File: src/rtl/fx68k_rom_pkg.sv
// Shared types and helpers for the fx68k ROM arbiter.
// Tag layout and ROM latency derivation.
package fx68k_rom_pkg;

  typedef struct packed {
    logic valid;
    logic id;
  } rom_tag_t;

  function automatic int rom_latency(input int output_reg);
    return 1 + output_reg;
  endfunction

endpackage

File: src/rtl/fx68k_rom_tag_pipe.sv
// Enable-gated tag shift register tracking in-flight ROM reads,
// plus a one-clk fresh flag for the word landing in the last stage.
module fx68k_rom_tag_pipe
  import fx68k_rom_pkg::*;
#(
  parameter int LAT = 2
) (
  input  logic clk,
  input  logic rst_n,
  input  logic clk_ena,
  input  logic i_valid,
  input  logic i_id,
  output logic o_valid,
  output logic o_id,
  output logic o_fresh
);

  rom_tag_t r_stage [LAT];
  rom_tag_t w_in;
  logic     w_fill;
  logic     r_fresh;

  assign w_in = '{valid: i_valid, id: i_id};

  generate
    if (LAT == 1) begin : g_one
      assign w_fill = i_valid;
    end else begin : g_deep
      assign w_fill = r_stage[LAT-2].valid;
    end
  endgenerate

  // fresh only survives one edge so rvalid never stretches over a gap
  always_ff @(posedge clk or negedge rst_n) begin
    if (!rst_n) begin
      for (int i = 0; i < LAT; i++)
        r_stage[i] <= '0;
      r_fresh <= 1'b0;
    end else begin
      r_fresh <= clk_ena & w_fill;
      if (clk_ena) begin
        r_stage[0] <= w_in;
        for (int i = 1; i < LAT; i++)
          r_stage[i] <= r_stage[i-1];
      end
    end
  end

  assign o_valid = r_stage[LAT-1].valid;
  assign o_id    = r_stage[LAT-1].id;
  assign o_fresh = r_fresh;

endmodule

File: src/rtl/fx68k_rom_arbiter.sv
// Round-robin sharing of one fx68kRom between the sequencer (port 0)
// and the debug readout (port 1), with tagged response steering.
module fx68k_rom_arbiter
  import fx68k_rom_pkg::*;
#(
  parameter int ADDR_WIDTH = 10,
  parameter int DATA_WIDTH = 32,
  parameter int OUTPUT_REG = 1
) (
  input  logic                  clk,
  input  logic                  rst_n,
  input  logic                  clk_ena,
  input  logic                  req0,
  input  logic [ADDR_WIDTH-1:0] addr0,
  output logic                  gnt0,
  output logic                  rvalid0,
  input  logic                  req1,
  input  logic [ADDR_WIDTH-1:0] addr1,
  output logic                  gnt1,
  output logic                  rvalid1,
  output logic [DATA_WIDTH-1:0] rdata,
  output logic [ADDR_WIDTH-1:0] rom_addr,
  input  logic [DATA_WIDTH-1:0] rom_q
);

  localparam int LAT = rom_latency(OUTPUT_REG);

  logic                  r_last_gnt;
  logic [ADDR_WIDTH-1:0] r_hold;
  logic                  w_sel;
  logic                  w_issue;
  logic [ADDR_WIDTH-1:0] w_rom_addr;
  logic                  w_tail_valid;
  logic                  w_tail_id;
  logic                  w_fresh;

  // on contention the port that did not win last time goes first
  assign w_sel   = (req0 & req1) ? ~r_last_gnt : req1;
  assign w_issue = rst_n & clk_ena & (req0 | req1);

  assign gnt0 = w_issue & ~w_sel;
  assign gnt1 = w_issue & w_sel;

  assign w_rom_addr = w_issue ? (w_sel ? addr1 : addr0) : r_hold;
  assign rom_addr   = w_rom_addr;

  // hold keeps the ROM address register stable between issues
  always_ff @(posedge clk or negedge rst_n) begin
    if (!rst_n) begin
      r_last_gnt <= 1'b1;
      r_hold     <= '0;
    end else begin
      r_hold <= w_rom_addr;
      if (w_issue)
        r_last_gnt <= w_sel;
    end
  end

  fx68k_rom_tag_pipe #(
    .LAT (LAT)
  ) u_tag_pipe (
    .clk     (clk),
    .rst_n   (rst_n),
    .clk_ena (clk_ena),
    .i_valid (w_issue),
    .i_id    (w_sel),
    .o_valid (w_tail_valid),
    .o_id    (w_tail_id),
    .o_fresh (w_fresh)
  );

  assign rvalid0 = w_tail_valid & ~w_tail_id & w_fresh;
  assign rvalid1 = w_tail_valid & w_tail_id & w_fresh;
  assign rdata   = rom_q;

endmodule

File: config.mk
export PLATFORM = sky130hd
export DESIGN_NAME = fx68k_rom_arbiter
export DESIGN_NICKNAME = d
export VERILOG_FILES = /design/src/rtl/fx68k_rom_pkg.sv /design/src/rtl/fx68k_rom_tag_pipe.sv /design/src/rtl/fx68k_rom_arbiter.sv
export SDC_FILE = /design/constraint.sdc
export NUM_CORES = 1
export LEC_CHECK = 0
export BUFFER_PORTS_ARGS = -buffer_cell sky130_fd_sc_hd__buf_2
export CAP_MARGIN = 20
export CORE_ASPECT_RATIO = 0.9
export CORE_UTILIZATION = 37
export DETAILED_ROUTE_END_ITERATION = 8
export PLACE_DENSITY_LB_ADDON = 0.08
export SKIP_CTS_REPAIR_TIMING = 1
export SLEW_MARGIN = 20
export SYNTH_ARGS = -nofsm -noshare
export SYNTH_HDL_FRONTEND = slang
export SYNTH_SLANG_ARGS = --single-unit
File: constraint.sdc
create_clock -name clk -period 3.55 [get_ports clk]
set_input_delay 0.5325 -clock clk [delete_from_list [all_inputs] [get_ports clk]]
set_output_delay 0.5325 -clock clk [all_outputs]
set_load 0.01 [all_outputs]
==> summary by stage, run 1 <==
Global route
The first global-routing pass estimated 2870 um of wire. The via count of the first global-routing pass is 606. The largest net degree at the start of global routing is 20.

The global-route usage over all layers is 0.139. The number of antenna violations at the first check in global routing is 0. After global routing the overflow that remains totals 0.

Logic synthesis
In the synthesized netlist the dominant register cell turns out to be dfrtp_1. The synthesized design spends more area on one cell type than any other, namely dfrtp_1. The proportion of synthesized chip area in sequential cells is 0.421. Of the total synthesized cell area, the portion taken by XOR and XNOR cells is 0. The number of nets in the synthesized netlist is 145. The most common cell in the synthesized netlist is buf_4. The simple-gate share of the synthesized area is 0.104. The number of synthesized register bits is 16.

After synthesis, the most frequently instantiated cells are 33 x buf_4, 15 x dfrtp_1, 10 x and2_1, 9 x a221o_1, 3 x mux2_2. The post-synthesis cell type count is 20. The mapped netlist covers 953 um2.

The synthesized design contains 0 enable-type register cells. The compound-gate portion of the synthesized area is 0.143. After synthesis, the share of cell area in mux cells is 0.0354. The main combinational cell family by area after synthesis is buffers and inverters. The average cell area after synthesis is between 10 and 15 um2. The adder and majority cell fraction of the synthesized area is 0. For this run, asynchronously set or reset flops after synthesis account for 1.00. Synthesis produced 88 cells.

In the post-synthesis netlist, the biggest area contributors are dfrtp_1 39%, buf_4 26%, a221o_1 9.4%. The portion of synthesized cell area occupied by the leading cell type is 0.394. The number of warnings reported in the yosys synthesis log is 0.

Place
At the placement stage, the worst setup path has a slack of between 1 and 1.5 ns. Routability-driven placement finished with a final weighted congestion of 0.656. Port buffering added 38 buffers. The wire-length estimate of the detail-placed layout is 1300 um.

Cells and area
The filler cell count is 242. The total number of nets in the final design is 153. The share of final-layout standard cells stronger than drive strength 1 is 0.526. The layout overhead on the synthesized area is -0.656%. The antenna diode count is 0.

STA
Setup repair after global routing left no endpoint under its margin. Setup violations remaining at the end of the flow were counted as 0. Headroom to the max-slew limit came out at 0.725. The final worst slack is 1.15 ns. Timing would allow up to 417 MHz. On the final layout, the worst clock skew is 0.000614 ns. The shortest period the worst path allows is 2.40 ns.

The number of max-slew violations in the final report came to 0. Dividing the final minimum period by the clock period gives 0.675. The number of endpoints with negative hold slack in the final report is 0. For the pin with the worst max-slew slack, the measured transition is a little over 0.4 ns. The accumulated negative setup slack is 0 ns.

Critical path
The maximum fanout count along the critical path is 19. The endpoint class of the critical path is an output port. The data required time at the worst endpoint is between 3 and 4 ns. In this run the critical register-to-register path is captured at r_hold[9]. The worst register-to-register path begins at r_last_gnt. In this run the register-to-register setup slack is roughly 2.2 ns. The kind of start point of the critical path is an input pin. STA puts the critical path data arrival time at 1.86 ns. The path depth of the worst reg2reg path is 3. The critical path in this run is classified as in2out.

Worst hold path
The type of the most critical hold path is in2async.

Route
The count of nets left with antenna violations once routing finished came out at 0. The DRC violation total after the first TritonRoute iteration is 8. The number of DRC violations after detailed routing is 0. The number of search-and-repair iterations in the first detailed-routing pass is 4. The via count is 612. The routed design has 1800 um of wire. After detailed routing, the number of vias per cell comes to roughly 5.

The post-detailed-route wirelength per cell is between 10 and 15 um.

Clock network
The H-tree depth is 1. The maximum clock insertion buffer count is 2. The register clock-pin slew on the reported worst setup and hold paths is roughly 0.09 ns.

The clock tree from TritonCTS is yes. The tree is rooted in a clkbuf_4. The count of clock tree sinks is 16. The later pin in the worst-skew pair is clocked with a latency of 0.28 ns. The total clock buffers created by CTS is 3.

Floorplanning
For this configuration, the core starts out at a cell density of 0.390. The die area is 2780 um2. The core area is 2450 um2.

In this run the vertical extent of the chip is approximately 50 um. Pin placement for this block handled 103 I/O pins. After floorplanning, the core was divided into 17 placement rows.

The die is 55.5 um wide.

Pwr
The worst IR drop on VDD is between 300 and 400 uV. The total power density per cell area is 480 nW/um2. The analysis attributes to cell leakage a power of approximately 0.5 nW.

Job
The max-capacitance violation count is 0.

Run status
The flow ran to the end, and the final reports show no timing, DRC or antenna violations.
sequential cells by signal, summed over array words and instances (netlist names):
| name | flops |
|---|---|
| u_tag_pipe.o_id | 1 |
| u_tag_pipe.r_stage | 1 |
| u_tag_pipe.w_fill | 1 |
| u_tag_pipe.o_fresh | 1 |
| u_tag_pipe.o_valid | 1 |
| r_last_gnt | 1 |
| r_hold | 10 |
cells by family (layout without fill, tap and decap cells):
logic type | Yosys count | count (layout)
and+or+nand+nor | 16 | 16
DFF | 16 | 16
buffers and inverters | 38 | 45
muxes | 3 | 3
AOI/OAI and AO/OA | 15 | 15
metal layers:
| metal | global-route usage | vias to the layer above | share of wire |
|---|---|---|---|
| li1 | - | 287 | - |
| met1 | 0.170 | 268 | 0.45 |
| met2 | 0.183 | 39 | 0.37 |
| met3 | 0.0747 | 18 | 0.13 |
| met4 | 0.100 | 0 | 0.052 |
| met5 | 0 | - | 0 |
critical path: stages:
cell	delay [ns]
buf_2	0.35
o211ai_2	0.29
and2_1	0.24
a221o_2	0.30
buf_2	0.14
layout make-up:
type | count | area, um2 | share of cell area
clock buffers | 4 | 36.3 | 0.0383
multi-input cells | 34 | 269 | 0.284
repair buffers | 39 | 198 | 0.209
inverters | 2 | 7.51 | 0.00793
well taps | 28 | 35.0 | 0.0370
flip-flops and latches | 16 | 402 | 0.424
where the power goes:
group	leakage, nW	switching (W)	total (W)	internal, W
sequential	0.198	0.00000984	0.000223	0.000213
combinational	0.278	0.0000544	0.000112	0.0000575
clock	0.0210	0.0000573	0.000120	0.0000624
stage by stage:
stage                     area (um2)  power (W)  hold WS, ns  instances  utilization
after floorplan                  953   0.000328        0.237         88            -
after global placement           911   0.000338        0.484        119        0.372
after detailed placement         911   0.000339        0.485        119        0.372
after CTS                        947   0.000463        0.164        123        0.387
after global routing             947   0.000484        0.173        123        0.387
final                            947   0.000454        0.164        123        0.387
placed cells by master, fill, tap and decap left out, types with 2 or more instances in the layout:
cell type | netlist | layout
buf_2 | 0 | 38
dfrtp_1 | 15 | 15
a21oi_1 | 2 | 2
clkbuf_4 | 0 | 3
and2_1 | 10 | 10
inv_1 | 2 | 2
a221o_1 | 9 | 9
mux2_2 | 3 | 3
worst max-delay path by stage:
stage / cells past startpoint / slack (ns) / endpoint / from
floorplan: 4 / 1.67 / rom_addr[0] / req1
global placement: 5 / 1.12 / rom_addr[7] / rst_n
detailed placement: 5 / 1.12 / rom_addr[9] / rst_n
CTS: 5 / 1.11 / rom_addr[9] / rst_n
global route: 5 / 0.96 / rom_addr[9] / rst_n
finish: 5 / 1.15 / rom_addr[9] / rst_n
Power figures use the tool's default switching activity.
==> run 2, diff against run 1 <==
Settings changed: CORE_UTILIZATION 37 to 31.
Clock period 3.55 ns to 2.2 ns, I/O delays scaled along.
==> run 2 against run 1 <==
Against the previous run: sequential power grew 60%; die area is 19% higher; cell count increased by 11%.
==> summary by stage, run 2 (same netlist as run 1, synthesis figures left out) <==
Run status
The flow ran to the end, and the final reports show no timing, DRC or antenna violations.

STA
The final count of negative-setup-slack endpoints is 0. For the pin with the worst max-slew slack, the measured transition is between 0.4 and 0.5 ns. The post-route clock skew is between 0.003 and 0.004 ns. The number of max-slew violations in the final report is 0. Based on the critical path, the design can be clocked at up to about 500 MHz.

The routed design could run at a clock period as short as 1.99 ns. The number of endpoints with negative hold slack in the final report came to 0. The worst slew slack as a fraction of its limit is 0.719. For the final routed database, the setup TNS stands at 0 ns. The ratio of final minimum period to clock period is 0.903. Setup repair after global routing left no endpoint under its margin. The final worst slack is ~0.21 ns.

Route
The first detailed-routing pass took 4 iterations. After detailed routing, the average wire length per cell comes to 12.9 um. For this block, the initial DRC count from the detailed router was 14. The wire length after detailed routing is 1750 um. The count of nets left with antenna violations once routing finished came out at 0. The via count is 601.

In the routed layout, each cell is associated on average with a via count of roughly 4.4. After detailed routing, the number of remaining DRC violations is 0.

Cells and area
The total area of multi-input combinational cells is 269 um2. The finished layout holds ~140 standard cells, fillers aside. The share of final-layout standard cells stronger than drive strength 1 is 0.531. The number of flip-flops under the largest register name is 10. Compared with the post-synthesis result, the final layout area differs by 1.71%. The filler cell count is 321. More flip-flops sit in one register than any other, and that register is r_hold. The top cell types in the final layout, fill and taps aside, are 38 x buf_2, 15 x dfrtp_1, 10 x and2_1. The library cell used most frequently in the layout, excluding fill and tap cells, is buf_2. The antenna diode count is 0. With fillers left out, the area of the finished cells amounts to 970 um2. The register area is approximately 400 um2.

The total number of nets in the final design is around 150.

Worst hold path
The type of the most critical hold path is in2async.

Critical path
The worst setup path is of the reg2out kind. The endpoint of the worst-slack reg-to-reg timing path is r_hold[9]. The slowest library cell on the worst path is dfstp_2. In this run the worst path has a maximum fanout of 11. The data required time at the worst endpoint is 1.87 ns. The logic depth of the worst setup path including buffers is 4. In this run the critical register-to-register path is launched from r_last_gnt.

The capturing element of the worst setup path is rom_addr[9]. The path depth of the worst reg2reg path is 3. The endpoint class of the critical path is an output port. The worst setup slack for register-to-register paths is 0.85 ns. Walking the worst path, the cells encountered are a21boi_1 -> and3_4 -> a221o_2 -> buf_2. The cell type group with the largest total delay on the critical path is flip-flops.

STA classifies the critical path startpoint as a register. The number of buffers and inverters on the critical path is 1. On the worst path, the slowest cell contributes a delay of 0.54 ns.

In this run the worst setup path begins at r_last_gnt. Data arrives at the worst endpoint at around 1.7 ns.

Clock network
The master cell of the clock root buffer is clkbuf_4. The count of clock tree sinks is 16. The clock tree from TritonCTS is yes. At the later pin of the worst-skew pair, clock insertion delay measures 0.28 ns.

The total clock buffers created by CTS is 3. The maximum clock insertion buffer count is 2. The H-tree depth is 1. The register clock-pin slew on the reported worst setup and hold paths is 0.09 ns.

Pwr
The analysis attributes to cell leakage a power of approximately 0.5 nW. The post-route total power is approximately 0.00073 W. The worst-case IR drop observed on VDD is 256 uV. Dividing total power by cell area gives a power density of 753 nW/um2.

Floorplanning
The core area is 2840 um2. The initialized floorplan defines 18 standard-cell rows. The die height is 54.6 um. In this run the horizontal extent of the chip is 60.5 um.

The I/O pin count is 103. The die covers 3300 um2. The initial standard-cell utilization of the core is 0.336.

Global route
The number of antenna violations at the first check in global routing came to 0. The global-route usage over all layers is 0.113. After global routing the overflow that remains totals 0. Entering global routing, the biggest net connects 16 pins. The via count of the first global-routing pass is roughly 540. The first global-routing pass estimated 2550 um of wire.

Place
In this run the tool buffered the top-level ports with 38 buffer cells. The congestion estimate from routability-driven global placement came to 0.702. After detailed placement, the design holds a cell count of 132. In this run the cell area measured after placement is 933 um2.

The setup slack at placement is roughly 0.47 ns.

Job
The max-capacitance violation count is 0.
[run 2: final cells by class]
class,count,area share
multi-input combinational,34,0.277
inverter,2,0.00774
timing repair buffer,40,0.212
clock buffer,4,0.0374
sequential,16,0.414
tap,40,0.0516
[run 2: metal layers]
metal / vias up / share of wire / GRT usage
met3: 2 / 0.14 / 0.0662
li1: 287 / - / -
met5: - / 0 / 0
met1: 252 / 0.48 / 0.145
met2: 60 / 0.37 / 0.158
met4: 0 / 0.0057 / 0.0379
[run 2: stage by stage]
step,hold WS [ns],utilization
2_1_floorplan,0.0344,-
3_3_place_gp,0.329,0.329
3_5_place_dp,0.322,0.329
4_1_cts,0.0111,0.342
5_1_grt,0.0105,0.342
6_report,0.0254,0.342
[run 2: worst min path at each step]
| stage | slack [ns] | from | cells past startpoint | endpoint |
|---|---|---|---|---|
| floorplan | 0.03 | rst_n | 0 | r_hold[0] |
| global placement | 0.33 | rst_n | 1 | r_last_gnt |
| detailed placement | 0.32 | rst_n | 1 | r_last_gnt |
| CTS | 0.01 | rst_n | 1 | r_last_gnt |
| global route | 0.01 | rst_n | 1 | r_last_gnt |
| finish | 0.03 | rst_n | 1 | r_last_gnt |
[run 2: power breakdown]
| part | leakage (nW) | switching, W | internal (W) |
|---|---|---|---|
| logic | 0.283 | 0.0000896 | 0.0000940 |
| registers | 0.198 | 0.0000133 | 0.000343 |
| clock network | 0.0210 | 0.0000894 | 0.000101 |
==> run 3, diff against run 2 <==
Settings changed: SETUP_SLACK_MARGIN set to 0.5, SKIP_CTS_REPAIR_TIMING 1 to not set.
==> run 3 against run 2 <==
Against the previous run: cell count up 4.4%; die area unchanged; first-iteration DRC count down 29%; critical endpoint unchanged; sequential power about the same; via count up 6.2%; hold slack better by 0.023 ns; combinational power up 16%; non-clock buffer count up 5; critical path type unchanged; fmax up 2.5%; core utilization up 2.6 points; sequential share of layout area down 2.9 points.
==> summary by stage, run 3 (same netlist as run 1, synthesis figures left out) <==
Pwr
The share of total power dissipated in the clock network is 0.252. For this design the total switching power over the nets is between 0.0002 and 0.00025 W. Of the total power, the share spent switching nets is 0.268. The worst IR drop on VDD is 270 uV. The design draws 0.000763 W. The total leakage power is 0.536 nW. The total power density per cell area is 732 nW/um2. The share of total power dissipated in sequential elements is 0.469. The internal power contribution is 0.000558 W. The proportion of power drawn by combinational gates is 0.280.

Floorplanning
The die area is about 3300 um2. In this run the standard cell core region covers 2840 um2. From left edge to right edge, the die measures 60.5 um. The die height is approximately 55 um. The initial standard-cell utilization of the core is 0.336. Pin placement for this block handled ~100 I/O pins. The floorplan has 18 rows.

Global route
The via count of the first global-routing pass is 581. The largest net degree at the start of global routing is 16. In the global route stage, overall resource usage came out at 0.125. The total global routing overflow is 0. The first-pass GRT wire length is 2790 um. The number of antenna violations at the first check in global routing is 0.

Route
The via count is 638. In the routed layout, each cell is associated on average with a via count of around 4.5. The number of nets with antenna violations after routing is 0.

The first detailed-routing pass took 4 iterations. The wire length after detailed routing is 2000 um. In this run, the number of DRC markers left after iteration 0 of detailed routing was 10. The post-detailed-route wirelength per cell is 14.1 um. In the routed design, unresolved DRC markers number 0.

Clock network
TritonCTS built the clock tree. In this run, CTS created clock tree buffers numbering 3. The master cell of the clock root buffer is clkbuf_4. The source-to-sink clock delay at the later pin of the worst-skew pair is roughly 0.28 ns. The number of hold-repair buffers added at the cts stage is 0.

The maximum clock insertion buffer count is 2. Clock-pin slew was measured on the worst setup and hold paths at approximately 0.09 ns. Counting every sink on the clock net gives 16. The H-tree depth is 1.

Worst hold path
The min-delay analysis places its worst path in the category in2async.

Cells and area
The top cell types in the final layout, fill and taps aside, are 36 x buf_2, 15 x dfrtp_1, 10 x and2_1. The filler cell count is 322. The register with the most flip-flops in the layout has 10 of them. The final layout contains between 150 and 200 nets. From synthesis to final layout, the design area changed by 9.32%. The antenna diode count is 0. The post-route standard cell area excluding fillers is ~1000 um2. In the final layout, the share of cells above drive strength 1 is 0.578. The register containing the most flip-flops in the final layout is r_hold. The library cell used most frequently in the layout, excluding fill and tap cells, is buf_2.

STA
Dividing the final minimum period by the clock period gives 0.882. Counting I/O delays and the setup requirement, the final critical path takes 1.94 ns. Setup violations remaining at the end of the flow were counted as 0.

Timing would allow up to ~520 MHz. The number of max-slew violations in the final report is 0. The accumulated negative setup slack is 0 ns.

The post-route clock skew is ~0.0059 ns. Setup repair after global routing could not meet its margin everywhere. The number of endpoints with negative hold slack in the final report was 0. At the pin with the least slew margin, the transition time is about 0.42 ns. Measured against its own limit, the worst slew margin works out to 0.717.

Place
The quantity of I/O buffers inserted on ports is 38. The global placement routability congestion is 0.702. The placed instances occupy a cell area of 933 um2.

Critical path
The startpoint identified for the worst register-to-register timing path is r_last_gnt. The worst register-to-register path ends at r_hold[0]. The kind of start point of the critical path is a register.

The path depth of the worst reg2reg path is 4. Setup slack on the worst reg-to-reg path comes out at 0.81 ns. In this run the worst path has a maximum fanout of 6.

At the worst endpoint, the arrival time is 1.61 ns. The endpoint class of the critical path is an output port. At the worst endpoint, the required time is 1.87 ns.

The type of the setup path with the least slack is reg2out.

Job
The max-capacitance violation count is 0.

Run status
The run finished with clean final reports.
## run 3: cell types whose count changed in the layout (fill, tap and decap cells not counted)
cell      change
buf_2         -2
buf_6         +3
a21boi_2      +1
buf_4         +4
a21oi_2       +1
a21oi_1       -1
a21boi_1      -1
and3_4        +1
## run 3: worst max-delay path by stage
stage	start	slack, ns	cells past startpoint	to
after detailed placement	clk_ena	0.47	5	rom_addr[9]
final	r_last_gnt	0.26	4	rom_addr[9]
after floorplan	r_last_gnt	0.61	4	rom_addr[0]
after CTS	r_last_gnt	0.26	4	rom_addr[9]
after global placement	clk_ena	0.48	5	rom_addr[1]
after global routing	r_last_gnt	0.21	4	rom_addr[9]
## run 3: metal layers
metal,GRT usage,wire length [um]
met3,0.0662,231
met2,0.167,762
met1,0.171,994
met4,0.0379,14
met5,0,0
## run 3: stage by stage
stage	setup WS [ns]	hold WS, ns	cells	utilization
2_1_floorplan	0.607	0.0344	88	-
3_3_place_gp	0.483	0.329	132	0.329
3_5_place_dp	0.474	0.322	132	0.329
4_1_cts	0.255	0.0336	140	0.357
5_1_grt	0.207	0.0350	142	0.367
6_report	0.261	0.0487	142	0.367
## run 3: layout make-up
| class | instances | area [um2] | share of cell area |
|---|---|---|---|
| flip-flops and latches | 16 | 402 | 0.385 |
| repair buffers | 45 | 259 | 0.248 |
| well taps | 40 | 50.0 | 0.0480 |
| multi-input cells | 35 | 288 | 0.276 |
| inverters | 2 | 7.51 | 0.00720 |
| clock buffers | 4 | 36.3 | 0.0348 |
## run 3: critical path: stages, from the launching register on
cell,delay [ns]
dfstp_2,0.55
a21boi_2,0.08
and3_4,0.21
a221o_2,0.37
buf_6,0.13
## run 3: power by group through the flow
stage	Sequential (W)	Combinational, W	Clock (W)
finish	0.000357	0.000213	0.000192
global route	0.000362	0.000233	0.000216
CTS	0.000357	0.000208	0.000200
detailed placement	0.000363	0.000184	0
global placement	0.000364	0.000186	0
floorplan	0.000359	0.000171	0
## run 3: timing repair
item | 4_1_cts | 5_1_grt
endpoints found under the setup margin | 11 | 11
buffers inserted | 3 | 1
cloned | 1 | 1
pin swaps | 12 | 1
gates resized for setup | 3 | 6
